--- config.mk ---
export PLATFORM = sky130hd
export DESIGN_NAME = mesif_line_ctrl_flat
export DESIGN_NICKNAME = d
export VERILOG_FILES = /design/src/rtl/mesif_line_ctrl_pkg.sv /design/src/rtl/mesif_line_ctrl_if.sv /design/src/rtl/mesif_next_state.sv /design/src/rtl/mesif_line_ctrl.sv /design/src/flat_wrapper.sv
export SDC_FILE = /design/constraint.sdc
export NUM_CORES = 1
export LEC_CHECK = 0
export ABC_AREA = 1
export CAP_MARGIN = 20
export CORE_MARGIN = 10
export CORE_UTILIZATION = 30
export DETAILED_ROUTE_END_ITERATION = 16
export GPL_ROUTABILITY_DRIVEN = 1
export PLACE_DENSITY = 0.56
export SLEW_MARGIN = 20
export SYNTH_ARGS = -nofsm -noshare
export SYNTH_HDL_FRONTEND = slang
export SYNTH_SLANG_ARGS = --single-unit
--- constraint.sdc ---
create_clock -name clk -period 3.1 [get_ports clk]
set_clock_uncertainty 0.15 [all_clocks]
set_input_delay 0.31 -clock clk [delete_from_list [all_inputs] [get_ports clk]]
set_output_delay 0.31 -clock clk [all_outputs]
set_load 0.005 [all_outputs]
--- src/rtl/mesif_line_ctrl_pkg.sv ---
// Shared encodings for the MESIF line controller: opcodes, bus ops, snoop results,
// line states and controller FSM states.
package mesif_line_ctrl_pkg;

    typedef enum logic [3:0] {
        OP_RD_L1D  = 4'd0,
        OP_WR_L1D  = 4'd1,
        OP_RD_L1I  = 4'd2,
        OP_SNP_INV = 4'd3,
        OP_SNP_RD  = 4'd4,
        OP_SNP_WR  = 4'd5,
        OP_SNP_RFO = 4'd6,
        OP_CLEAR   = 4'd8,
        OP_PRINT   = 4'd9
    } opcode_e;

    typedef enum logic [2:0] {
        BUS_READ  = 3'd1,
        BUS_WRITE = 3'd2,
        BUS_INVAL = 3'd3,
        BUS_RFO   = 3'd4,
        BUS_NOP   = 3'd5
    } bus_op_e;

    typedef enum logic [1:0] {
        SNP_HIT   = 2'd0,
        SNP_HITM  = 2'd1,
        SNP_NOHIT = 2'd2
    } snoop_e;

    typedef enum logic [2:0] {
        LN_M = 3'd0,
        LN_E = 3'd1,
        LN_S = 3'd2,
        LN_I = 3'd3,
        LN_F = 3'd4
    } state_e;

    typedef enum logic [1:0] {
        FSM_IDLE,
        FSM_DUMP,
        FSM_DONE
    } fsm_e;

    function automatic logic is_cpu_op(input logic [3:0] opc);
        return (opc == OP_RD_L1D) || (opc == OP_WR_L1D) || (opc == OP_RD_L1I);
    endfunction

endpackage

--- src/rtl/mesif_line_ctrl_if.sv ---
// Request/response/dump bundle between the command decoder (master) and the
// MESIF line controller (slave).
interface mesif_line_ctrl_if
    import mesif_line_ctrl_pkg::*;
#(
    parameter int INDEX_BITS = 4,
    parameter int WAY_BITS   = 2
);
    logic                  op_valid;
    logic                  op_ready;
    logic [3:0]            opcode;
    logic [INDEX_BITS-1:0] index;
    logic [WAY_BITS-1:0]   way;
    snoop_e                snoop_in;

    logic                  resp_valid;
    bus_op_e               bus_op;
    snoop_e                snoop_out;
    state_e                state_prev;
    state_e                state_new;
    logic                  op_err;

    logic                  dump_valid;
    logic [INDEX_BITS-1:0] dump_index;
    logic [WAY_BITS-1:0]   dump_way;
    state_e                dump_state;

    modport master (
        output op_valid, opcode, index, way, snoop_in,
        input  op_ready, resp_valid, bus_op, snoop_out, state_prev, state_new, op_err,
        input  dump_valid, dump_index, dump_way, dump_state
    );

    modport slave (
        input  op_valid, opcode, index, way, snoop_in,
        output op_ready, resp_valid, bus_op, snoop_out, state_prev, state_new, op_err,
        output dump_valid, dump_index, dump_way, dump_state
    );

endinterface

--- src/rtl/mesif_next_state.sv ---
// Combinational MESIF transition table: (opcode, current state, snoop_in) ->
// (next state, bus op, our snoop response, illegal-opcode flag).
module mesif_next_state
    import mesif_line_ctrl_pkg::*;
(
    input  logic [3:0] opcode,
    input  state_e     cur_state,
    input  snoop_e     snoop_in,
    output state_e     next_state,
    output bus_op_e    bus_op,
    output snoop_e     snoop_out,
    output logic       err
);

    always_comb begin
        next_state = cur_state;
        bus_op     = BUS_NOP;
        snoop_out  = SNP_NOHIT;
        err        = 1'b0;
        case (opcode)
            OP_RD_L1D, OP_RD_L1I: begin
                if (cur_state == LN_I) begin
                    bus_op     = BUS_READ;
                    next_state = (snoop_in == SNP_HIT || snoop_in == SNP_HITM) ? LN_F : LN_E;
                end
            end
            OP_WR_L1D: begin
                next_state = LN_M;
                case (cur_state)
                    LN_I:       bus_op = BUS_RFO;
                    LN_S, LN_F: bus_op = BUS_INVAL;
                    default:    bus_op = BUS_NOP;
                endcase
            end
            OP_SNP_INV: begin
                if (cur_state == LN_S || cur_state == LN_F) begin
                    next_state = LN_I;
                    snoop_out  = SNP_HIT;
                end
            end
            OP_SNP_RD: begin
                case (cur_state)
                    LN_M: begin
                        next_state = LN_S;
                        snoop_out  = SNP_HITM;
                        bus_op     = BUS_WRITE;
                    end
                    LN_E, LN_S, LN_F: begin
                        next_state = LN_S;
                        snoop_out  = SNP_HIT;
                    end
                    default: ;
                endcase
            end
            OP_SNP_RFO: begin
                case (cur_state)
                    LN_M: begin
                        next_state = LN_I;
                        snoop_out  = SNP_HITM;
                        bus_op     = BUS_WRITE;
                    end
                    LN_E, LN_S, LN_F: begin
                        next_state = LN_I;
                        snoop_out  = SNP_HIT;
                    end
                    default: ;
                endcase
            end
            OP_CLEAR:             next_state = LN_I;
            OP_SNP_WR, OP_PRINT:  ;
            default:              err = 1'b1;
        endcase
    end

endmodule

--- src/rtl/mesif_line_ctrl.sv ---
// MESIF coherence controller owning every line state of a SETS x WAYS cache,
// with clear and a multi-cycle print sweep. Optional counters: MESIF_STATS_EN.
module mesif_line_ctrl
    import mesif_line_ctrl_pkg::*;
#(
    parameter int INDEX_BITS = 4,
    parameter int WAY_BITS   = 2,
    parameter int CNT_BITS   = 16
)
(
    input  logic               clk,
    input  logic               rst_n,
    mesif_line_ctrl_if.slave   bus
`ifdef MESIF_STATS_EN
    ,
    output logic [CNT_BITS-1:0] cpu_hit_cnt,
    output logic [CNT_BITS-1:0] cpu_miss_cnt,
    output logic [CNT_BITS-1:0] wb_cnt
`endif
);

    localparam int ADDR_BITS = INDEX_BITS + WAY_BITS;
    localparam int NLINES    = 1 << ADDR_BITS;

    state_e                 r_lines [NLINES];
    fsm_e                   r_fsm;
    fsm_e                   w_fsm_next;
    logic [ADDR_BITS-1:0]   r_sweep;

    logic                   r_resp_valid;
    bus_op_e                r_bus_op;
    snoop_e                 r_snoop_out;
    state_e                 r_state_prev;
    state_e                 r_state_new;
    logic                   r_op_err;
    logic                   r_dump_valid;
    logic [ADDR_BITS-1:0]   r_dump_addr;
    state_e                 r_dump_state;

    logic                   w_op_ready;
    logic                   w_accept_single;
    logic                   w_accept_print;
    logic                   w_is_clear;
    logic                   w_sweep_last;
    logic [ADDR_BITS-1:0]   w_addr;
    state_e                 w_cur;
    state_e                 w_ns_state;
    bus_op_e                w_ns_bus;
    snoop_e                 w_ns_snoop;
    logic                   w_ns_err;

    // Way is the low part of the line address so the sweep walks ways fastest.
    assign w_addr       = {bus.index, bus.way};
    assign w_cur        = r_lines[w_addr];
    assign w_is_clear   = (bus.opcode == OP_CLEAR);
    assign w_sweep_last = &r_sweep;

    mesif_next_state u_next_state (
        .opcode     (bus.opcode),
        .cur_state  (w_cur),
        .snoop_in   (bus.snoop_in),
        .next_state (w_ns_state),
        .bus_op     (w_ns_bus),
        .snoop_out  (w_ns_snoop),
        .err        (w_ns_err)
    );

    always_ff @(posedge clk) begin
        if (!rst_n) r_fsm <= FSM_IDLE;
        else        r_fsm <= w_fsm_next;
    end

    always_comb begin
        w_fsm_next      = r_fsm;
        w_op_ready      = 1'b0;
        w_accept_single = 1'b0;
        w_accept_print  = 1'b0;
        case (r_fsm)
            FSM_IDLE: begin
                w_op_ready = 1'b1;
                if (bus.op_valid) begin
                    if (bus.opcode == OP_PRINT) begin
                        w_accept_print = 1'b1;
                        w_fsm_next     = FSM_DUMP;
                    end else begin
                        w_accept_single = 1'b1;
                    end
                end
            end
            FSM_DUMP: if (w_sweep_last) w_fsm_next = FSM_DONE;
            FSM_DONE: w_fsm_next = FSM_IDLE;
            default:  w_fsm_next = FSM_IDLE;
        endcase
    end

    always_ff @(posedge clk) begin
        if (!rst_n) begin
            for (int i = 0; i < NLINES; i++) r_lines[i] <= LN_I;
            r_sweep      <= '0;
            r_resp_valid <= 1'b0;
            r_bus_op     <= BUS_NOP;
            r_snoop_out  <= SNP_NOHIT;
            r_state_prev <= LN_I;
            r_state_new  <= LN_I;
            r_op_err     <= 1'b0;
            r_dump_valid <= 1'b0;
            r_dump_addr  <= '0;
            r_dump_state <= LN_I;
        end else begin
            r_resp_valid <= 1'b0;
            r_dump_valid <= 1'b0;
            if (w_accept_single) begin
                r_resp_valid <= 1'b1;
                r_bus_op     <= w_ns_bus;
                r_snoop_out  <= w_ns_snoop;
                r_op_err     <= w_ns_err;
                r_state_prev <= w_is_clear ? LN_I : w_cur;
                r_state_new  <= w_ns_state;
                if (w_is_clear) begin
                    for (int i = 0; i < NLINES; i++) r_lines[i] <= LN_I;
                end else if (!w_ns_err) begin
                    r_lines[w_addr] <= w_ns_state;
                end
            end
            if (w_accept_print) r_sweep <= '0;
            if (r_fsm == FSM_DUMP) begin
                r_dump_valid <= (r_lines[r_sweep] != LN_I);
                r_dump_addr  <= r_sweep;
                r_dump_state <= r_lines[r_sweep];
                r_sweep      <= r_sweep + 1'b1;
                // The completion pulse lands in the DONE cycle, alongside the last entry.
                if (w_sweep_last) begin
                    r_resp_valid <= 1'b1;
                    r_bus_op     <= BUS_NOP;
                    r_snoop_out  <= SNP_NOHIT;
                    r_op_err     <= 1'b0;
                end
            end
        end
    end

    assign bus.op_ready   = w_op_ready;
    assign bus.resp_valid = r_resp_valid;
    assign bus.bus_op     = r_bus_op;
    assign bus.snoop_out  = r_snoop_out;
    assign bus.state_prev = r_state_prev;
    assign bus.state_new  = r_state_new;
    assign bus.op_err     = r_op_err;
    assign bus.dump_valid = r_dump_valid;
    assign bus.dump_index = r_dump_addr[ADDR_BITS-1:WAY_BITS];
    assign bus.dump_way   = r_dump_addr[WAY_BITS-1:0];
    assign bus.dump_state = r_dump_state;

`ifdef MESIF_STATS_EN
    logic [CNT_BITS-1:0] r_hit_cnt;
    logic [CNT_BITS-1:0] r_miss_cnt;
    logic [CNT_BITS-1:0] r_wb_cnt;

    always_ff @(posedge clk) begin
        if (!rst_n || (w_accept_single && w_is_clear)) begin
            r_hit_cnt  <= '0;
            r_miss_cnt <= '0;
            r_wb_cnt   <= '0;
        end else if (w_accept_single) begin
            if (is_cpu_op(bus.opcode)) begin
                if (w_cur != LN_I) begin
                    if (r_hit_cnt != '1) r_hit_cnt <= r_hit_cnt + 1'b1;
                end else begin
                    if (r_miss_cnt != '1) r_miss_cnt <= r_miss_cnt + 1'b1;
                end
            end
            if (w_ns_bus == BUS_WRITE && r_wb_cnt != '1) r_wb_cnt <= r_wb_cnt + 1'b1;
        end
    end

    assign cpu_hit_cnt  = r_hit_cnt;
    assign cpu_miss_cnt = r_miss_cnt;
    assign wb_cnt       = r_wb_cnt;
`else
    // Counter width only shapes the statistics build.
    if (CNT_BITS < 1) begin : g_cnt_bits_unused
    end
`endif

endmodule

--- src/flat_wrapper.sv ---
// flat-port wrapper written by rule: the top's interface ports become plain ports
module mesif_line_ctrl_flat import mesif_line_ctrl_pkg::*;
#(
    parameter int INDEX_BITS = 4,
    parameter int WAY_BITS   = 2,
    parameter int CNT_BITS   = 16
)
  (clk, rst_n, bus_op_valid, bus_opcode, bus_index, bus_way, bus_snoop_in, bus_op_ready, bus_resp_valid, bus_bus_op, bus_snoop_out, bus_state_prev, bus_state_new, bus_op_err, bus_dump_valid, bus_dump_index, bus_dump_way, bus_dump_state);
  mesif_line_ctrl_if #(.INDEX_BITS(INDEX_BITS), .WAY_BITS(WAY_BITS)) bus_i ();
  input  logic clk;
  input  logic rst_n;
  input wire logic [$bits(bus_i.op_valid)-1:0] bus_op_valid;
  input wire logic [$bits(bus_i.opcode)-1:0] bus_opcode;
  input wire logic [$bits(bus_i.index)-1:0] bus_index;
  input wire logic [$bits(bus_i.way)-1:0] bus_way;
  input wire logic [$bits(bus_i.snoop_in)-1:0] bus_snoop_in;
  output wire logic [$bits(bus_i.op_ready)-1:0] bus_op_ready;
  output wire logic [$bits(bus_i.resp_valid)-1:0] bus_resp_valid;
  output wire logic [$bits(bus_i.bus_op)-1:0] bus_bus_op;
  output wire logic [$bits(bus_i.snoop_out)-1:0] bus_snoop_out;
  output wire logic [$bits(bus_i.state_prev)-1:0] bus_state_prev;
  output wire logic [$bits(bus_i.state_new)-1:0] bus_state_new;
  output wire logic [$bits(bus_i.op_err)-1:0] bus_op_err;
  output wire logic [$bits(bus_i.dump_valid)-1:0] bus_dump_valid;
  output wire logic [$bits(bus_i.dump_index)-1:0] bus_dump_index;
  output wire logic [$bits(bus_i.dump_way)-1:0] bus_dump_way;
  output wire logic [$bits(bus_i.dump_state)-1:0] bus_dump_state;
  assign bus_i.op_valid = bus_op_valid;
  assign bus_i.opcode = bus_opcode;
  assign bus_i.index = bus_index;
  assign bus_i.way = bus_way;
  assign bus_i.snoop_in = bus_snoop_in;
  assign bus_op_ready = bus_i.op_ready;
  assign bus_resp_valid = bus_i.resp_valid;
  assign bus_bus_op = bus_i.bus_op;
  assign bus_snoop_out = bus_i.snoop_out;
  assign bus_state_prev = bus_i.state_prev;
  assign bus_state_new = bus_i.state_new;
  assign bus_op_err = bus_i.op_err;
  assign bus_dump_valid = bus_i.dump_valid;
  assign bus_dump_index = bus_i.dump_index;
  assign bus_dump_way = bus_i.dump_way;
  assign bus_dump_state = bus_i.dump_state;
  mesif_line_ctrl #(.INDEX_BITS(INDEX_BITS), .WAY_BITS(WAY_BITS), .CNT_BITS(CNT_BITS)) u_core (.clk(clk), .rst_n(rst_n), .bus(bus_i));
endmodule
==> results.py <==
metrics = {
    "cells_and_area": {
        "areaGrowthSynthToFinish_pct": 19.1,
        "final_cell_mix": "nand2_1, inv_1, o21ai_0",
        "drive_above_1_share": 0.113,
        "nNetsFinal": 1954,
        "fin_area_mm2": 0.0165,
        "mostFrequentLayoutCell": "nand2_1",
    },
    "run": {
        "drv_cap": 0,
    },
    "drt": {
        "drt_iter0_drc": 1329,
        "dr.pass1.iters": 5,
        "drc": 0,
        "ant_nets": 0,
        "wl_mm": 46.6,
        "avgViaCountPerCell": 5.04,
        "vias": 12900,
        "drt-wirelength-per-cell_um": 18.2,
    },
    "grt": {
        "track_usage": 0.167,
        "grt_start_max_net_pins": 79,
        "first_global_vias": 12200,
        "grt-ovfl-total": 0,
        "grt_pass1_wl_mm": 71.1,
        "antenna_found_initial": 1,
    },
    "synthesis": {
        "synth_cell_types": 37,
        "synth_seq_cells": 229,
        "yosysSeqAreaShare": 0.471,
        "syn_avg_cell_area_um2": 7.42,
        "syn_nets": 1878,
        "ys_warn_count": 0,
        "syn_inst": 1862,
        "synthesis.area_mm2": 0.0138,
        "synth_ff_type": "edfxtp_1",
        "synth_edf_count": 192,
        "synthArstFlopShare": 0,
    },
    "pwr": {
        "p_sw_w": 0.00225,
        "power_w": 0.00792,
        "p_clk_frac": 0.390,
        "pwr-share-seq": 0.437,
        "p_comb_frac": 0.173,
        "switching_share": 0.285,
        "p_per_area_mw_per_mm2": 482,
        "cell_internal_pwr_w": 0.00567,
        "ir_drop_mv": 0.438,
        "leakagePower_nw": 7.05,
    },
    "die": {
        "initial_core_util": 0.304,
        "die_w_um": 235,
        "die_area_mm2": 0.0550,
        "ios": 39,
        "die_h_um": 235,
        "fp-row-count": 78,
        "coreArea_mm2": 0.0455,
    },
    "outcome": {
        "status": "complete, no violations",
    },
    "setup_path": {
        "path_buf_inv": 6,
        "crit_path_end_kind": "flop",
        "cp.arrival_ns": 3.03,
        "crit_type": "in2reg",
        "critPathMaxFanout": 28,
        "critPathLaunchType": "input pin",
        "cp.required_ns": 3.24,
        "critPathMaxStageDelay_ns": 0.45,
        "crit_slowest_cell": "clkdlybuf4s50_1",
        "crit_chain": "clkdlybuf4s50_1 -> buf_4 -> inv_2 -> nor2_1 -> buf_4 -> nand3b_1 -> nand2_1 -> o21ai_0 -> nand2_1 -> nor2_1 -> nand2_1 -> nand2_1 -> nor2_2 -> nor2_1 -> o21ai_1 -> nand3_2 -> inv_4 -> buf_12 -> nand2_1",
        "critPathTopFamily": "simple AND/OR/NAND/NOR gates",
        "worstReg2RegStart": "u_core.r_lines[34][1]$_SDFFCE_PN1P_",
        "reg2reg_slack_ns": 0.24,
        "r2r-end": "u_core.r_lines[15][0]$_SDFFCE_PN1P_",
        "cp_common_cell": "nand2_1",
        "reg2regPathDepth": 16,
    },
    "sta": {
        "setup-violations-final": 0,
        "max_freq_mhz": 346,
        "worst_pin_slew_ns": 0.738,
        "maxSlewHeadroom": 0.507,
        "slew_violations": 0,
        "finalCriticalPeriod_ns": 2.89,
        "finalCritPeriodShare": 0.933,
        "hold_violations": 0,
        "grt_setup_unrepaired": "false",
    },
    "min_path": {
        "holdPathEnd": "u_core.r_dump_addr[4]$_SDFFE_PN0P_",
        "hp-class": "reg2reg",
        "whs_path_depth": 2,
        "min_from": "u_core.r_dump_addr[4]$_SDFFE_PN0P_",
    },
    "place": {
        "dpl.hpwl_mm": 33.2,
        "place.gp.congestion": 0.945,
        "dpl_cell_area_mm2": 0.0156,
        "io_buffers": 37,
    },
    "clock_tree": {
        "cts_tree": "yes",
        "clock-root-buffer": "clkbuf_16",
        "cts_setup_buffers": 0,
        "clk_pin_slew_worst_paths_ns": 0.06,
        "clk_latency_ns": 0.57,
        "numCtsBuffers": 27,
        "clockBufferDepth": 3,
        "clock-sinks": 229,
        "htree_levels": 1,
    },
}
per-layer routing:
layer	wire length, um	track usage	vias up
met5	0	0	-
met4	1650	0.0611	0
met3	3910	0.0243	75
met2	20400	0.258	557
met1	20600	0.231	6060
li1	-	-	6207
per-stage QoR:
step | TNS (ns) | hold slack [ns] | setup slack, ns | util | std cells
finish | 0 | 0.315 | 0.209 | 0.362 | 2559
global route | 0 | 0.320 | 0.00747 | 0.362 | 2559
CTS | 0 | 0.313 | 0.0808 | 0.361 | 2558
detailed placement | -85.11 | 0.304 | -0.500 | 0.343 | 2509
global placement | -83.16 | 0.301 | -0.477 | 0.343 | 2509
floorplan | 0 | 0.308 | 0.546 | - | 1862
area by class of cell:
| class | count | area [um^2] |
|---|---|---|
| timing repair buffer | 172 | 1680 |
| clock buffer | 40 | 806 |
| clock inverter | 9 | 48.8 |
| multi-input combinational | 1268 | 5740 |
| sequential | 229 | 6510 |
| fill | 4779 | 29000 |
| tap | 600 | 751 |
| antenna | 1 | 2.50 |
| inverter | 240 | 908 |
cell families (layout without fill, tap and decap cells):
logic type | count (synthesis) | after routing | share of synthesized area
other | 0 | 1 | 0
buffers and inverters | 365 | 461 | 0.115
DFF | 229 | 229 | 0.471
AOI/OAI and AO/OA | 340 | 340 | 0.131
and+or+nand+nor | 927 | 927 | 0.282
adders and majority gates | 1 | 1 | 0.000906
how the worst max path moves through the flow:
stage / cells past startpoint / end / slack (ns) / startpoint
2_1_floorplan: 16 / u_core.r_lines[22][0]$_SDFFCE_PN1P_ / 0.55 / bus_way[0]
3_3_place_gp: 18 / u_core.r_lines[54][0]$_SDFFCE_PN1P_ / -0.48 / bus_index[0]
3_5_place_dp: 17 / u_core.r_lines[15][0]$_SDFFCE_PN1P_ / -0.50 / bus_index[0]
4_1_cts: 18 / u_core.r_lines[15][0]$_SDFFCE_PN1P_ / 0.08 / bus_index[0]
5_1_grt: 18 / u_core.r_lines[52][0]$_SDFFCE_PN1P_ / 0.007 / bus_way[1]
6_report: 19 / u_core.r_lines[63][1]$_SDFFCE_PN1P_ / 0.21 / bus_way[1]
sequential cells by signal, summed over array words and instances, names as in the netlist, 2 cells and up, named ones only:
| signal | cells |
|---|---|
| u_core.r_lines | 192 |
| u_core.r_dump_addr | 6 |
| u_core.r_sweep | 6 |
| u_core.bus.bus_op | 3 |
| u_core.bus.dump_state | 3 |
| u_core.bus.state_new | 3 |
| u_core.bus.state_prev | 3 |
| u_core.bus.snoop_out | 2 |
| u_core.r_fsm | 2 |
synth_stat cells (3+ instances only):
| master | number | area share |
|---|---|---|
| a21oi_1 | 58 | 0.021 |
| a221oi_1 | 9 | 0.0057 |
| buf_2 | 23 | 0.0083 |
| buf_4 | 6 | 0.0033 |
| buf_6 | 21 | 0.017 |
| clkbuf_1 | 74 | 0.020 |
| dfxtp_1 | 37 | 0.054 |
| edfxtp_1 | 192 | 0.42 |
| inv_1 | 231 | 0.063 |
| inv_2 | 5 | 0.0014 |
| nand2_1 | 530 | 0.14 |
| nand3_1 | 132 | 0.048 |
| nand3_2 | 21 | 0.015 |
| nand3b_1 | 3 | 0.0016 |
| nand4_1 | 4 | 0.0018 |
| nor2_1 | 209 | 0.057 |
| nor3_1 | 12 | 0.0043 |
| o211ai_1 | 9 | 0.0049 |
| o21ai_0 | 227 | 0.082 |
| o21ai_1 | 9 | 0.0033 |
| o221ai_1 | 5 | 0.0032 |
| o22ai_1 | 20 | 0.0091 |
| or2_1 | 6 | 0.0027 |
power by group through the flow:
| stage | clock network, W | registers [W] | logic (W) |
|---|---|---|---|
| 3_5_place_dp | 0 | 0.00353 | 0.00135 |
| 3_3_place_gp | 0 | 0.00353 | 0.00134 |
| 4_1_cts | 0.00316 | 0.00346 | 0.00136 |
| 2_1_floorplan | 0 | 0.00350 | 0.000780 |
| 5_1_grt | 0.00326 | 0.00347 | 0.00148 |
| 6_report | 0.00309 | 0.00346 | 0.00137 |
repair_timing:
item / CTS / global route
setup endpoints to repair: 0 / 192
hold buffers: 0 / 0
gates resized for setup: 0 / 8
tightest hold or removal path, stage by stage, from the launching register on:
cell and delay [ns]:
dfxtp_1 0.31, nand2_1 0.06, a21oi_1 0.05
No activity file was read; power rests on OpenSTA's default activity.
==> RTL edit (same settings) <==
`INDEX_BITS` is set to 4 in 3 places; all go to 5.
--- a/src/rtl/mesif_line_ctrl_if.sv
+++ b/src/rtl/mesif_line_ctrl_if.sv
@@ -5,3 +5,3 @@
 #(
-    parameter int INDEX_BITS = 4,
+    parameter int INDEX_BITS = 5,
     parameter int WAY_BITS   = 2
--- a/src/rtl/mesif_line_ctrl.sv
+++ b/src/rtl/mesif_line_ctrl.sv
@@ -5,3 +5,3 @@
 #(
-    parameter int INDEX_BITS = 4,
+    parameter int INDEX_BITS = 5,
     parameter int WAY_BITS   = 2,
--- a/src/flat_wrapper.sv
+++ b/src/flat_wrapper.sv
@@ -3,3 +3,3 @@
 #(
-    parameter int INDEX_BITS = 4,
+    parameter int INDEX_BITS = 5,
     parameter int WAY_BITS   = 2,
Interface: changed (resized bus_dump_index and bus_index); port bits go from 39 to 41. No check against the original RTL was run, so the function may have changed too.
==> RTL edit against the original RTL <==
The flow now finishes with violations (negative setup slack); power up 90%; area after synthesis grew 85%; worst setup slack worse by 0.24 ns; routed wire length increased by 96%; utilization up 0.58 points; final area rose by 90%; cell count rose by 86%; sequential cell count grew 195; largest power group unchanged; highest routed layer unchanged.
==> RTL edit: results (changes against the original RTL) <==
Clock network
  – H-tree Lvls: 2 (was 1)
  – Total CTS buffers: 50 (was 27)
  – Later-pin clock latency in the skew report: 0.61 ns (was 0.57 ns)
  – Root buf cell: clkbuf_16 (unchanged)
  – Clk buf depth: 3 (unchanged)
  – Clock transition at the registers of the reported paths: ~0.070 ns

Pwr
  – Peak supply drop: 348 uV (was 438 uV)
  – Leakage: 13.0 nW (was 7.05 nW)

Timing
  – Total negative slack: -0.620 ns (was 0 ns)
  – Final setup vio count: 49 (was 0)
  – Worst Slack Setup Final: -0.0324 ns (was 0.209 ns)
  – Worst Tran Pin Value: 0.838 ns (was 0.738 ns)

Run status
  – Failing checks: negative setup slack
  – Status: complete, but fails checks (was complete, no violations)

GRT
  – Pin count of the biggest net entering global routing: 66 (was 79)
  – All-Layer GR Usage: 17.6% (was 16.7%)
  – Vias in the first global route: 22100 (was 12200)
  – Initial antenna violation count: 0 (was 1)
  – First-pass GRT wire length: 134000 microns (was 71100 microns)

Synthesis
  – Post-synthesis cell count: 3499 (was 1862)
  – Post-synth top area share: 45.1% (was 41.7%)
  – Top post-synthesis cells by area: edfxtp_1 (45%), nand2_1 (15%), o21ai_0 (8.9%) (was edfxtp_1 (42%), nand2_1 (14%), o21ai_0 (8.2%))
  – Commonest cells post-synth: nand2_1 (1019), nor2_1 (496), o21ai_0 (456) (was nand2_1 (530), inv_1 (231), o21ai_0 (227))
  – Yosys cell types: 35 (was 37)
  – Sequential fraction of the synthesis area: 48.2% (was 47.1%)
  – Post-synth ARST share: 0% (unchanged)
  – YS warnings: 0 (unchanged)
  – Post-synth EDFFs: 384 (was 192)

Setup path
  – Worst reg-to-reg path cell count: 22 (was 16)
  – Slowest cell on crit path: edfxtp_1 (was clkdlybuf4s50_1)
  – CP Max Fanout: 8 (was 28)
  – Max stage delay on crit path: 0.43 ns (was 0.45 ns)
  – Data arrival, critical path: 3.45 ns (was 3.03 ns)

Place
  – Global placement routability congestion: 0.901 (was 0.945)
  – Buffers on Ports: 39 (was 37)
  – Place WS: -0.925 ns (was -0.500 ns)
  – Placed cells: 4632 (was 2509)
  – DP Wirelength: 60900 microns (was 33200 microns)
  – DP Area: 28600 sq um (was 15600 sq um)

Drt
  – Via count: 23700 (was 12900)
  – DR iter-0 viols: 2500 (was 1329)
  – Drt pass-1 iters: 5 (unchanged)
  – WL/cell: 19.2 microns (was 18.2 microns)
  – Final WL: 91200 microns (was 46600 microns)

Final layout
  – Top Registers: u_core.r_lines: 384 flops, u_core.r_dump_addr: 7 flops, u_core.r_sweep: 7 flops (was u_core.r_lines: 192 flops, u_core.r_dump_addr: 6 flops, u_core.r_sweep: 6 flops)
  – Diode count: 0 (was 1)
  – Nets: 3593 (was 1954)
  – Layout cell share with drive strength beyond 1: 11.8% (was 11.3%)

Hold path
  – HP Class: input port to register (was register to register)
  – Hold depth: 2 (unchanged)
[RTL edit: final timing paths]
check	endpoint	slack, ns	start
min	u_core.bus.state_prev[0]	0.24	rst_n
min reg2reg	u_core.bus.bus_op[1]	0.31	u_core.bus.bus_op[1]
max	u_core.r_lines[70][1]	-0.03	u_core.r_lines[90][1]
max reg2reg	u_core.r_lines[70][1]	-0.03	u_core.r_lines[90][1]
[RTL edit: layout make-up]
class | instances | area [sq um]
fill | 8828 | 53700
sequential | 424 | 12300
multi-input combinational | 2371 | 10600
timing repair buffer | 273 | 3470
inverter | 456 | 1730
tap | 1144 | 1430
clock buffer | 61 | 1370
clock inverter | 31 | 312
[RTL edit: logic make-up after synthesis]
family	after synthesis	share of synthesized area [%]
compound gates	658	13.6
fa+ha+maj	1	0.0489
buf+inv	704	11.8
flops	424	48.2
simple gates	1712	26.4
[RTL edit: repair_timing]
action,CTS,global route
hold buffers,0,0
hold endpoints to repair,0,0
endpoints found under the setup margin,383,384
pin swaps,13,43
resized for setup,30,95
setup buffers,10,12
gates cloned,5,13
[RTL edit: critical path, delay by kind of cell, from the launching register on]
family	cells	cell delay, ns
AO/OA/AOI/OAI	1	0.06
buffers and inverters	5	0.65
flip-flops	1	0.43
AND/OR/NAND/NOR	16	1.68
[RTL edit: report_power, final]
| part | total (mW) | internal (mW) | leakage (nW) | switching (mW) |
|---|---|---|---|---|
| sequential | 6.38 | 6.32 | 3.44 | 0.0609 |
| combinational | 2.57 | 1.00 | 8.79 | 1.57 |
| clock | 6.10 | 3.62 | 0.823 | 2.47 |
[RTL edit: metal layers]
metal / GRT usage [%] / vias to the layer above / wire (microns)
met5: 0 / - / 0
met4: 6.56 / 0 / 3290
met3: 2.59 / 169 / 7270
met1: 23.9 / 11200 / 39700
met2: 28.0 / 1011 / 41000
li1: - / 11400 / -
